--- src/rtl/seqdet_pkg.sv ---
// seqdet_pkg: parity state and constants shared across the sequence-detector family
package seqdet_pkg;
  typedef enum logic {S_EVEN = 1'b0, S_ODD = 1'b1} parity_e;
  localparam logic PARITY_EVEN = 1'b0;
  localparam logic PARITY_ODD = 1'b1;
  function automatic parity_e parity_step(input parity_e p, input logic b);
    return b ? (p == S_EVEN ? S_ODD : S_EVEN) : p;
  endfunction
endpackage

--- src/rtl/sat_run_counter.sv ---
// sat_run_counter: saturating counter with clear > hold > zero > increment priority
module sat_run_counter #(
  parameter int MAX = 2,
  parameter int W = $clog2(MAX + 1)
) (
  input  logic         clk,
  input  logic         rst_n,
  input  logic         inc_i,
  input  logic         zero_i,
  input  logic         hold_i,
  input  logic         clear_i,
  output logic [W-1:0] cnt_o,
  output logic         at_max_o
);
  logic [W-1:0] cnt_q, cnt_d;
  // next count: clear wins, then hold, then zero, then saturating increment
  always_comb cnt_d = clear_i ? '0 : hold_i ? cnt_q : zero_i ? '0 : (inc_i && cnt_q != W'(MAX)) ? cnt_q + 1'b1 : cnt_q;
  // count register
  always_ff @(posedge clk or negedge rst_n)
    if (!rst_n) cnt_q <= '0;
    else cnt_q <= cnt_d;
  assign cnt_o = cnt_q;
  assign at_max_o = cnt_q == W'(MAX);
endmodule

--- src/rtl/parity_zero_run_detector.sv ---
// parity_zero_run_detector: flags a saturated zero run under matching 1s parity; PZRD_MATCH_COUNT_EN adds a detection counter
module parity_zero_run_detector
  import seqdet_pkg::*;
#(
  parameter int RUN_LEN = 2,
  parameter bit PARITY_MODE = PARITY_EVEN,
  parameter int RUN_W = $clog2(RUN_LEN + 1),
  parameter int CNT_W = 8
) (
  input  logic             clk,
  input  logic             reset_n,
  input  logic             en,
  input  logic             clr,
  input  logic             x,
  output logic             y,
  output logic             parity,
  output logic [RUN_W-1:0] run_len
`ifdef PZRD_MATCH_COUNT_EN
  ,
  output logic [CNT_W-1:0] match_cnt
`endif
);
  parity_e parity_q, parity_d;
  logic y_q, y_d, at_max;
  sat_run_counter #(.MAX(RUN_LEN), .W(RUN_W)) u_run (
    .clk(clk),
    .rst_n(reset_n),
    .inc_i(~x),
    .zero_i(x),
    .hold_i(~en),
    .clear_i(clr),
    .cnt_o(run_len),
    .at_max_o(at_max)
  );
  // next parity and detection; a sampled 0 reaches RUN_LEN when the run is already at RUN_LEN-1 or saturated
  always_comb begin
    parity_d = clr ? S_EVEN : en ? parity_step(parity_q, x) : parity_q;
    y_d = clr ? 1'b0 : en ? (!x && (at_max || run_len == RUN_W'(RUN_LEN - 1)) && parity_d == parity_e'(PARITY_MODE)) : y_q;
  end
  // parity state and detection flag registers
  always_ff @(posedge clk or negedge reset_n)
    if (!reset_n) begin
      parity_q <= S_EVEN;
      y_q <= 1'b0;
    end else begin
      parity_q <= parity_d;
      y_q <= y_d;
    end
  assign y = y_q;
  assign parity = parity_q;
`ifdef PZRD_MATCH_COUNT_EN
  logic [CNT_W-1:0] cnt_q, cnt_d;
  // count rising edges of y, saturating at all-ones
  always_comb cnt_d = clr ? '0 : (y_d && !y_q && cnt_q != '1) ? cnt_q + 1'b1 : cnt_q;
  // match counter register
  always_ff @(posedge clk or negedge reset_n)
    if (!reset_n) cnt_q <= '0;
    else cnt_q <= cnt_d;
  assign match_cnt = cnt_q;
`endif
endmodule

--- config.mk ---
export PLATFORM = sky130hd
export DESIGN_NAME = parity_zero_run_detector
export DESIGN_NICKNAME = d
export VERILOG_FILES = /design/src/rtl/seqdet_pkg.sv /design/src/rtl/sat_run_counter.sv /design/src/rtl/parity_zero_run_detector.sv
export SDC_FILE = /design/constraint.sdc
export NUM_CORES = 1
export LEC_CHECK = 0
export CELL_PAD_IN_SITES_DETAIL_PLACEMENT = 1
export CELL_PAD_IN_SITES_GLOBAL_PLACEMENT = 1
export CORE_AREA = 2 2 39 41
export DETAILED_ROUTE_END_ITERATION = 6
export DIE_AREA = 0 0 41 43
export PLACE_DENSITY = 0.56
export RECOVER_POWER = 100
export SLEW_MARGIN = 10
export SYNTH_ARGS = -nofsm -noshare
export SYNTH_HDL_FRONTEND = slang
export SYNTH_SLANG_ARGS = --single-unit
--- constraint.sdc ---
create_clock -name clk -period 2.3 [get_ports clk]
set_input_delay 0.345 -clock clk [delete_from_list [all_inputs] [get_ports clk]]
set_output_delay 0.345 -clock clk [all_outputs]
set_load 0.005 [all_outputs]
## Yosys cells after proc, flatten, opt, wreduce, memory -nomap -nowiden

Cells that the tools add are included.

| word-level totals | value |
|---|---|
| input port bits | 5 |
| output and inout port bits | 4 |
| register bits after elaboration | 4 |
| logic and storage cells | 27 |

| operators by class | value |
|---|---|
| bitwise gates (word level) | 2 |
| reductions and logical operators | 8 |
| equal/unequal tests | 3 |
| add/subtract/negate cells | 1 |
| mux-type cells | 10 |

Operator list:

| kind | count |
|---|---|
| two-way mux 2 bit | 4 |
| two-way mux 1 bit | 6 |
| logical AND 1 bit | 3 |
| nonzero test 3 bit | 1 |
| adder 2 x 1 -> 2 bit, second input constant | 1 |
| == test 2 x 1 -> 1 bit, second input constant | 1 |
| == test 2 bit, second input constant | 1 |
| != test 2 bit, second input constant | 1 |
| NOT 1 bit | 2 |
| AND reduction 2 bit | 1 |
| nonzero test 2 bit | 1 |
| zero test 1 bit | 1 |
| logical OR 1 bit | 1 |

## Longest topological paths before layout

Gate-level depths: netlist of run 1.

| logic depth | value |
|---|---|
| word-level depth | 8 |
| mapped depth | 4 |
| gate-level depth less buffers | 4 |

## By module

Synthesis of run 1 repeated with hierarchy kept, for this count alone.

| second synthesis, totals | value |
|---|---|
| cells, all modules | 25 |
| area, all modules | 230.2 um^2 |

By module, submodules not included:

| module | seq. area each (um^2) | cells each | area each (um^2) | times used |
|---|---|---|---|---|
| sat_run_counter | 50.0 | 13 | 130.1 | 1 |
| parity_zero_run_detector | 50.0 | 12 | 100.1 | 1 |

## Least setup slack after synthesis of run 1

Ideal clock, no wire load.

| path | value |
|---|---|
| path type | register -> register |
| start | reg u_run.cnt_q[0], in the netlist u_run.cnt_o[0] |
| end | reg y_q, in the netlist y |
| buffers on the path | 0 |
| arrival | 1.298 ns |
| required time | 2.223 ns |
| period minus slack after synthesis | 1.375 ns |
| cell stages (with the launch flop) | 5 |
| slack | 0.925 ns |
| setup time | 0.077 ns |
| cells stage by stage | dfrtp_1 > inv_1 > ha_1 > or4b_1 > a21oi_1 |

| between the ends | value |
|---|---|
| longest elaborated chain between the ends | 6 |
| elaborated cells between the ends (all ways) | 7 |
| those cells by class | eq/ne (2); mux (2); reduce/logical (3) |

RTL lines:

| item | line | source |
|---|---|---|
| from (decl) | sat_run_counter.sv:15 | `logic [W-1:0] cnt_q, cnt_d;` |
| from (signal assigned) | sat_run_counter.sv:21 | `else cnt_q <= cnt_d;` |
| == test 2 bit / == test 2 x 1 -> 1 bit (equally long branches) | sat_run_counter.sv:23, parity_zero_run_detector.sv:38 |  |
| logical OR 1 bit * | parity_zero_run_detector.sv:38 | `y_d = clr ? 1'b0 : en ? (!x && (at_max \|\| run_len == RUN_W'(RUN_LEN - 1)) && parity_d == parity_e'(PARITY_MODE ...` |
| logical AND 1 bit * (2 in a row) | parity_zero_run_detector.sv:38 |  |
| two-way mux 1 bit * (2 in a row) | parity_zero_run_detector.sv:38 |  |
| to (signal assigned) | parity_zero_run_detector.sv:47 | `y_q <= y_d;` |
| to (decl) | parity_zero_run_detector.sv:24 | `logic y_q, y_d, at_max;` |

Every way passes the cells marked *; elsewhere a longest branch is shown, timed or not. The select of a mux whose other input is x is not followed.
A chain may end at the register's enable or synchronous reset.

## Worst setup path after layout of run 1

| path | value |
|---|---|
| start | reg u_run.cnt_q[0], in the netlist u_run.cnt_o[0] |
| end | out run_len[0] |

RTL lines:

| item | line | source |
|---|---|---|
| to (decl) | parity_zero_run_detector.sv:17 | `output logic [RUN_W-1:0] run_len` |

No word-level cell between the ends.

==> results.txt, run 1 <==
CTS tree: yes
HPWL Detailed: 446.6 µm
area share of the largest cell type after synthesis: 45.45%
worst slack, placed: 0.6462 ns
worst setup path start: u_run.cnt_o[0]
vias: 213
CP max-delay cell: dlygate4sd3_1
setup TNS: 0 ns
Synth warnings: 0
post-synth cell types: 9
Tcrit/Tclk final: 68.68%
hold-fix buffers at CTS: 0
Vias/cell: 4.532
Pleak: 0.1424 nW
FF-to-FF End: y
sequential fraction of the synthesis area: 45.45%
total CTS buffers: 3
first-pass GRT wire length: 917 µm
Hold Crit Class: in2async
# H-tree levels: 1
DRC: 0
Cells after Synth: 20
drt pass-1 iters: 2
path depth of the worst reg2reg path: 4
crit path time final: 1.580 ns
core area: 1384 µm²
average cell area after synthesis: 11.01 µm²
CP Launch Type: register
row count: 14
overall routed net length: 560 µm
drt initial violations: 2
crit path max fanout: 5
Die Y-Extent: 43 µm
vias in the first global route: 224
crit path capture type: output pin
Starting Density: 15.91%
Worst path max stage delay: 0.60 ns
critical path type: reg2out
CP arrival: 1.23 ns
Critical path destination: run_len[0]
Fmax: 0.6331 GHz
main flop type after synthesis: dfrtp_1
share of cells above drive strength 1: 12.90%
GP Congestion: 0.7278
Final Hold Viols: 0
post-synthesis register bit count: 4
r2r setup slk: 0.83 ns
R2R Path Start: u_run.cnt_o[0]
most common cell in the netlist: dfrtp_1
number of synthesized flops with an enable pin: 0
Synthesized Nets: 26
ys async rst share: 100.0%
Die ar.: 1763 µm²
gr ovfl total: 0
largest cells by area after synthesis: dfrtp_1 (45%), or4b_1 (14%), nand3b_1 (10%)
Total GRT Usage: 8.442%
I/O Pins: 9
n_diodes: 0
RSZ-0062 raised after global routing: false
Slew headroom: 84.78%
maximum vdd drop: 0.1346 mV
Die X: 41 µm
CP required: 1.96 ns
synthesized area: 220.2 µm²
total of max-cap violations: 0
final setup fails: 0
root buffer cell: clkbuf_4
CP delay by family, top: buffers and inverters
# Post-CTS Setup Buffers: 0
Crit path buffers/inverters: 1
Post-synth top cells: dfrtp_1 (4), nand2b_1 (3), nand3b_1 (3), or4b_1 (3)
Slew Limit Fails: 0
power per cell area: 547.6 nW/µm²
fin worst setup slack: 0.7204 ns
Slew @ Worst Pin: 0.2275 ns
Layout Area Growth over Synthesis: 55.68%
Final ANT Viol Nets: 0
Fin Clk Skew: 0.002796 ns
post_cts resized: 0
Clock transition at path regs: 0.04 ns
clock latency at the later pin of the worst-skew pair: 0.23 ns
initial antenna violation count: 0
Yosys top cell by area: dfrtp_1
status: complete, no violations
Avg WL per Cell: 11.91 µm
worst path cell trace: dlygate4sd3_1
largest net degree at the start of global routing: 9
worst-case clock buffer depth: 2
CP Depth: 1
Post-layout nets: 39
CTS Sinks: 4
I/O Buffers: 8
==> registers in the layout, indices dropped and copies added, names as in the netlist <==
name         cells
u_run.cnt_o      2
parity           1
y                1
==> where the power goes <==
| part | total (W) | switching (W) | internal (W) | leakage, nW |
|---|---|---|---|---|
| Sequential | 0.0000764 | 0.00000273 | 0.0000737 | 0.0545 |
| Clock | 0.0000855 | 0.0000273 | 0.0000583 | 0.0138 |
| Combinational | 0.0000258 | 0.0000102 | 0.0000156 | 0.0741 |
| Total | 0.000188 | 0.0000402 | 0.000148 | 0.142 |
==> worst min-delay path by stage <==
| stage | from | to | slack, ns | depth (start not counted) |
|---|---|---|---|---|
| 6_report | reset_n | u_run.cnt_o[1] | 0.39 | 1 |
| 5_1_grt | reset_n | parity | 0.40 | 1 |
| 4_1_cts | reset_n | parity | 0.32 | 1 |
| 3_5_place_dp | y | y | 0.54 | 2 |
| 3_3_place_gp | y | y | 0.53 | 2 |
| 2_1_floorplan | reset_n | parity | 0.05 | 0 |
==> cell type report <==
class                   count  area, µm²
fillers                   158       1041
multi-input cells          15      116.4
flip-flops and latches      4      100.1
repair buffers              8      80.08
clock buffers               3      22.52
well taps                  16      20.02
inverters                   1      3.754
==> layout by cell type, fill, tap and decap left out <==
master           instances
dfrtp_1                  4
or4b_1                   3
a21oi_1                  2
clkbuf_4                 3
ha_1                     1
clkdlybuf4s50_1          2
dlygate4sd3_1            6
inv_1                    1
nand3b_1                 3
a31oi_1                  2
a21bo_2                  1
nand2b_1                 3
==> kinds of logic (layout without fill, tap and decap cells) <==
kind of cell               Yosys count  after routing  share of synthesized area [%]
DFF                                  4              4                          45.46
and+or+nand+nor                      9              9                          32.39
AOI/OAI and AO/OA                    5              5                          14.77
adders and majority gates            1              1                          5.681
buffers and inverters                1             12                          1.703
==> metrics by stage <==
step / cells / util [%] / total power [W] / area (µm²) / hold WS (ns)
final: 47 / 24.77 / 0.0001877 / 342.8 / 0.3900
after global routing: 47 / 24.77 / 0.0002002 / 342.8 / 0.4024
after CTS: 47 / 24.77 / 0.0001963 / 342.8 / 0.3210
after detailed placement: 44 / 23.15 / 0.0001057 / 320.3 / 0.5384
after global placement: 44 / 23.15 / 0.0001043 / 320.3 / 0.5268
after floorplan: 20 / - / 0.00008585 / 220.2 / 0.04941
==> metal layers <==
metal | vias up | GRT usage (%) | routed length (µm)
li1 | 101 | - | -
met1 | 103 | 10.65 | 246
met2 | 9 | 10.31 | 249
met3 | 0 | 3.141 | 64
met4 | 0 | 8.000 | 0
met5 | - | 0 | 0
No activity file was read; power rests on OpenSTA's default activity.
==> run 2, diff against run 1 <==
Settings changed: PLACE_DENSITY 0.56 to 0.57.
Clock period 2.3 ns to 1.32 ns, I/O delays scaled along.
==> run 2 against run 1 <==
Via count up 3.3%. Critical path depth up 2. Worst hold slack worse by 0.15 ns. The run now ends with negative setup slack left. Global-route usage up 2.0 points. Critical path type is now reg2reg. Clock skew down 0.0011 ns. Utilization up 3.3 points. Count of clock-buffer cells in the layout unchanged. Die area unchanged. Highest routed layer unchanged.
==> results.txt, run 2 (synthesized netlist as in run 1, its figures left out) <==
sequential fraction of design power: 38.7% (-2.0 points)
Worst path max stage delay: 0.48 ns (-0.12 ns)
# Post-CTS Setup Buffers: 0 (unchanged)
Final ANT Viol Nets: 0 (unchanged)
sequential cell area: 100.1 µm² (unchanged)
core area: 1384 µm² (unchanged)
fin worst setup slack: -0.07290 ns (-0.7933 ns)
area of the multi-input gates: 136.4 µm² (+17%)
Total GRT Usage: 10.48% (+2.0 points)
total CTS buffers: 3 (unchanged)
n_diodes: 0 (unchanged)
Die ar.: 1763 µm² (unchanged)
CP arrival: 1.54 ns (+0.31 ns)
failing checks: negative setup slack
Vias/cell: 4.314 (-4.8%)
path depth of the worst reg2reg path: 3 (-1)
vias in the first global route: 277 (+24%)
Net Sw Frac: 22.37% (+0.94 points)
Starting Density: 15.91% (unchanged)
Fmax: 0.7179 GHz
CP Depth: 3 (+2)
largest net degree at the start of global routing: 7 (-2)
Post-layout nets: 43 (+10%)
crit path capture type: register
CTS tree: yes
overall routed net length: 738 µm (+32%)
Die Y-Extent: 43 µm (unchanged)
internal power: 0.0002656 W (+80%)
status: finished, violations left
critical path type: reg2reg
Fillers: 170 (+7.6%)
Slew headroom: 86.69% (+1.9 points)
# H-tree levels: 1 (unchanged)
clock network fraction of design power: 43.6% (-2.0 points)
Slew Limit Fails: 0 (unchanged)
Logic pwr share: 17.8% (+4.1 points)
Die X: 41 µm (unchanged)
root buffer cell: clkbuf_4
drt initial violations: 3 (+1)
I/O Buffers: 8 (unchanged)
Pleak: 0.1650 nW (+16%)
Crit path buffers/inverters: 0 (-1)
Layout Area Growth over Synthesis: 76.70%
worst-case clock buffer depth: 2 (unchanged)
HPWL Detailed: 530.1 µm (+19%)
Hold WS: 0.2426 ns (-0.1474 ns)
gr ovfl total: 0 (unchanged)
hold-fix buffers at CTS: 0 (unchanged)
Hold Crit Class: in2async
initial antenna violation count: 0 (unchanged)
Avg WL per Cell: 14.47 µm (+21%)
final setup fails: 3 (+3)
total of max-cap violations: 0 (unchanged)
share of cells above drive strength 1: 34.29% (+21 points)
CP delay by family, top: simple AND/OR/NAND/NOR gates
Clock transition at path regs: 0.04 ns (about the same)
RSZ-0062 raised after global routing: true
first-pass GRT wire length: 1.166 mm (+27%)
clock latency at the later pin of the worst-skew pair: 0.23 ns (about the same)
GP Congestion: 0.6944 (-4.6%)
drt pass-1 iters: 2 (unchanged)
CP Launch Type: register
Fin Clk Skew: 0.001737 ns (-0.001059 ns)
Switch Pwr: 0.00007653 W (+90%)
vias: 220 (+3.3%)
DRC: 0 (unchanged)
power per cell area: 879.2 nW/µm² (+61%)
crit path time final: 1.393 ns
crit path max fanout: 2 (-3)
fin util: 28.12% (+3.3 points)
r2r setup slk: -0.07 ns (-0.90 ns)
CTS Sinks: 4 (unchanged)
FF-to-FF End: u_run.cnt_o[1]
Final Hold Viols: 0 (unchanged)
most frequent cells in the layout: dfrtp_1 (4), buf_4 (4)
R2R Path Start: u_run.cnt_o[1]
worst setup path start: u_run.cnt_o[1]
I/O Pins: 9 (unchanged)
max FFs per register: 2 (unchanged)
CP required: 1.46 ns (-0.50 ns)
worst slack, placed: -0.2334 ns (-0.8796 ns)
worst path cell trace: ha_4, or4b_1, a31oi_1
Tcrit/Tclk final: 105.5%
maximum vdd drop: 0.2875 mV (+110%)
CP max-delay cell: or4b_1
row count: 14 (unchanged)
Slew @ Worst Pin: 0.1990 ns (-0.02853 ns)
## run 2: final cells by class
cell class                 instances  share of cell area (%)
sequential                         4                   25.72
tap                               16                   5.145
multi-input combinational         15                   35.05
timing repair buffer              12                   27.33
clock buffer                       3                   5.788
inverter                           1                  0.9646
## run 2: stage by stage
step	area (µm²)	cells	setup TNS [ns]	power, W
after floorplan	220.2	20	-0.1385	0.0001496
after global placement	350.3	48	-0.4162	0.0001898
after detailed placement	350.3	48	-0.5182	0.0001921
after CTS	389.1	51	-0.1164	0.0003527
after global routing	389.1	51	-0.2445	0.0003686
final	389.1	51	-0.1129	0.0003421
## run 2: how the worst max path moves through the flow
| stage | to | slack (ns) |
|---|---|---|
| 6_report | u_run.cnt_o[1] | -0.07 |
| 5_1_grt | u_run.cnt_o[1] | -0.1 |
| 4_1_cts | u_run.cnt_o[1] | -0.05 |
| 3_5_place_dp | u_run.cnt_o[0] | -0.23 |
| 3_3_place_gp | u_run.cnt_o[0] | -0.19 |
| 2_1_floorplan | u_run.cnt_o[0] | -0.05 |
## run 2: worst reg2reg max path, cell delays in order (launching register included)
cell	delay, ns
dfrtp_1	0.40
ha_4	0.25
or4b_1	0.48
a31oi_1	0.17
## run 2: repair_timing
action,CTS,global route
endpoints found under the setup margin,6,3
pin swaps,4,1
gates cloned,0,0
gates resized for setup,8,0
## run 2: metal layers
metal / vias to the layer above / global-route usage, % / share of wire (%)
li1: 106 / - / -
met1: 105 / 10.75 / 42
met2: 9 / 16.56 / 52
met3: 0 / 4.712 / 5.8
met4: 0 / 6.000 / 0
met5: - / 0 / 0
## run 2: power groups by stage
stage                     clock, W  sequential, W  combinational (W)
after detailed placement         0       0.000133          0.0000591
after global routing      0.000169       0.000133          0.0000662
final                     0.000149       0.000132          0.0000607
after CTS                 0.000159       0.000132          0.0000611
after floorplan                  0       0.000134          0.0000152
after global placement           0       0.000133          0.0000569
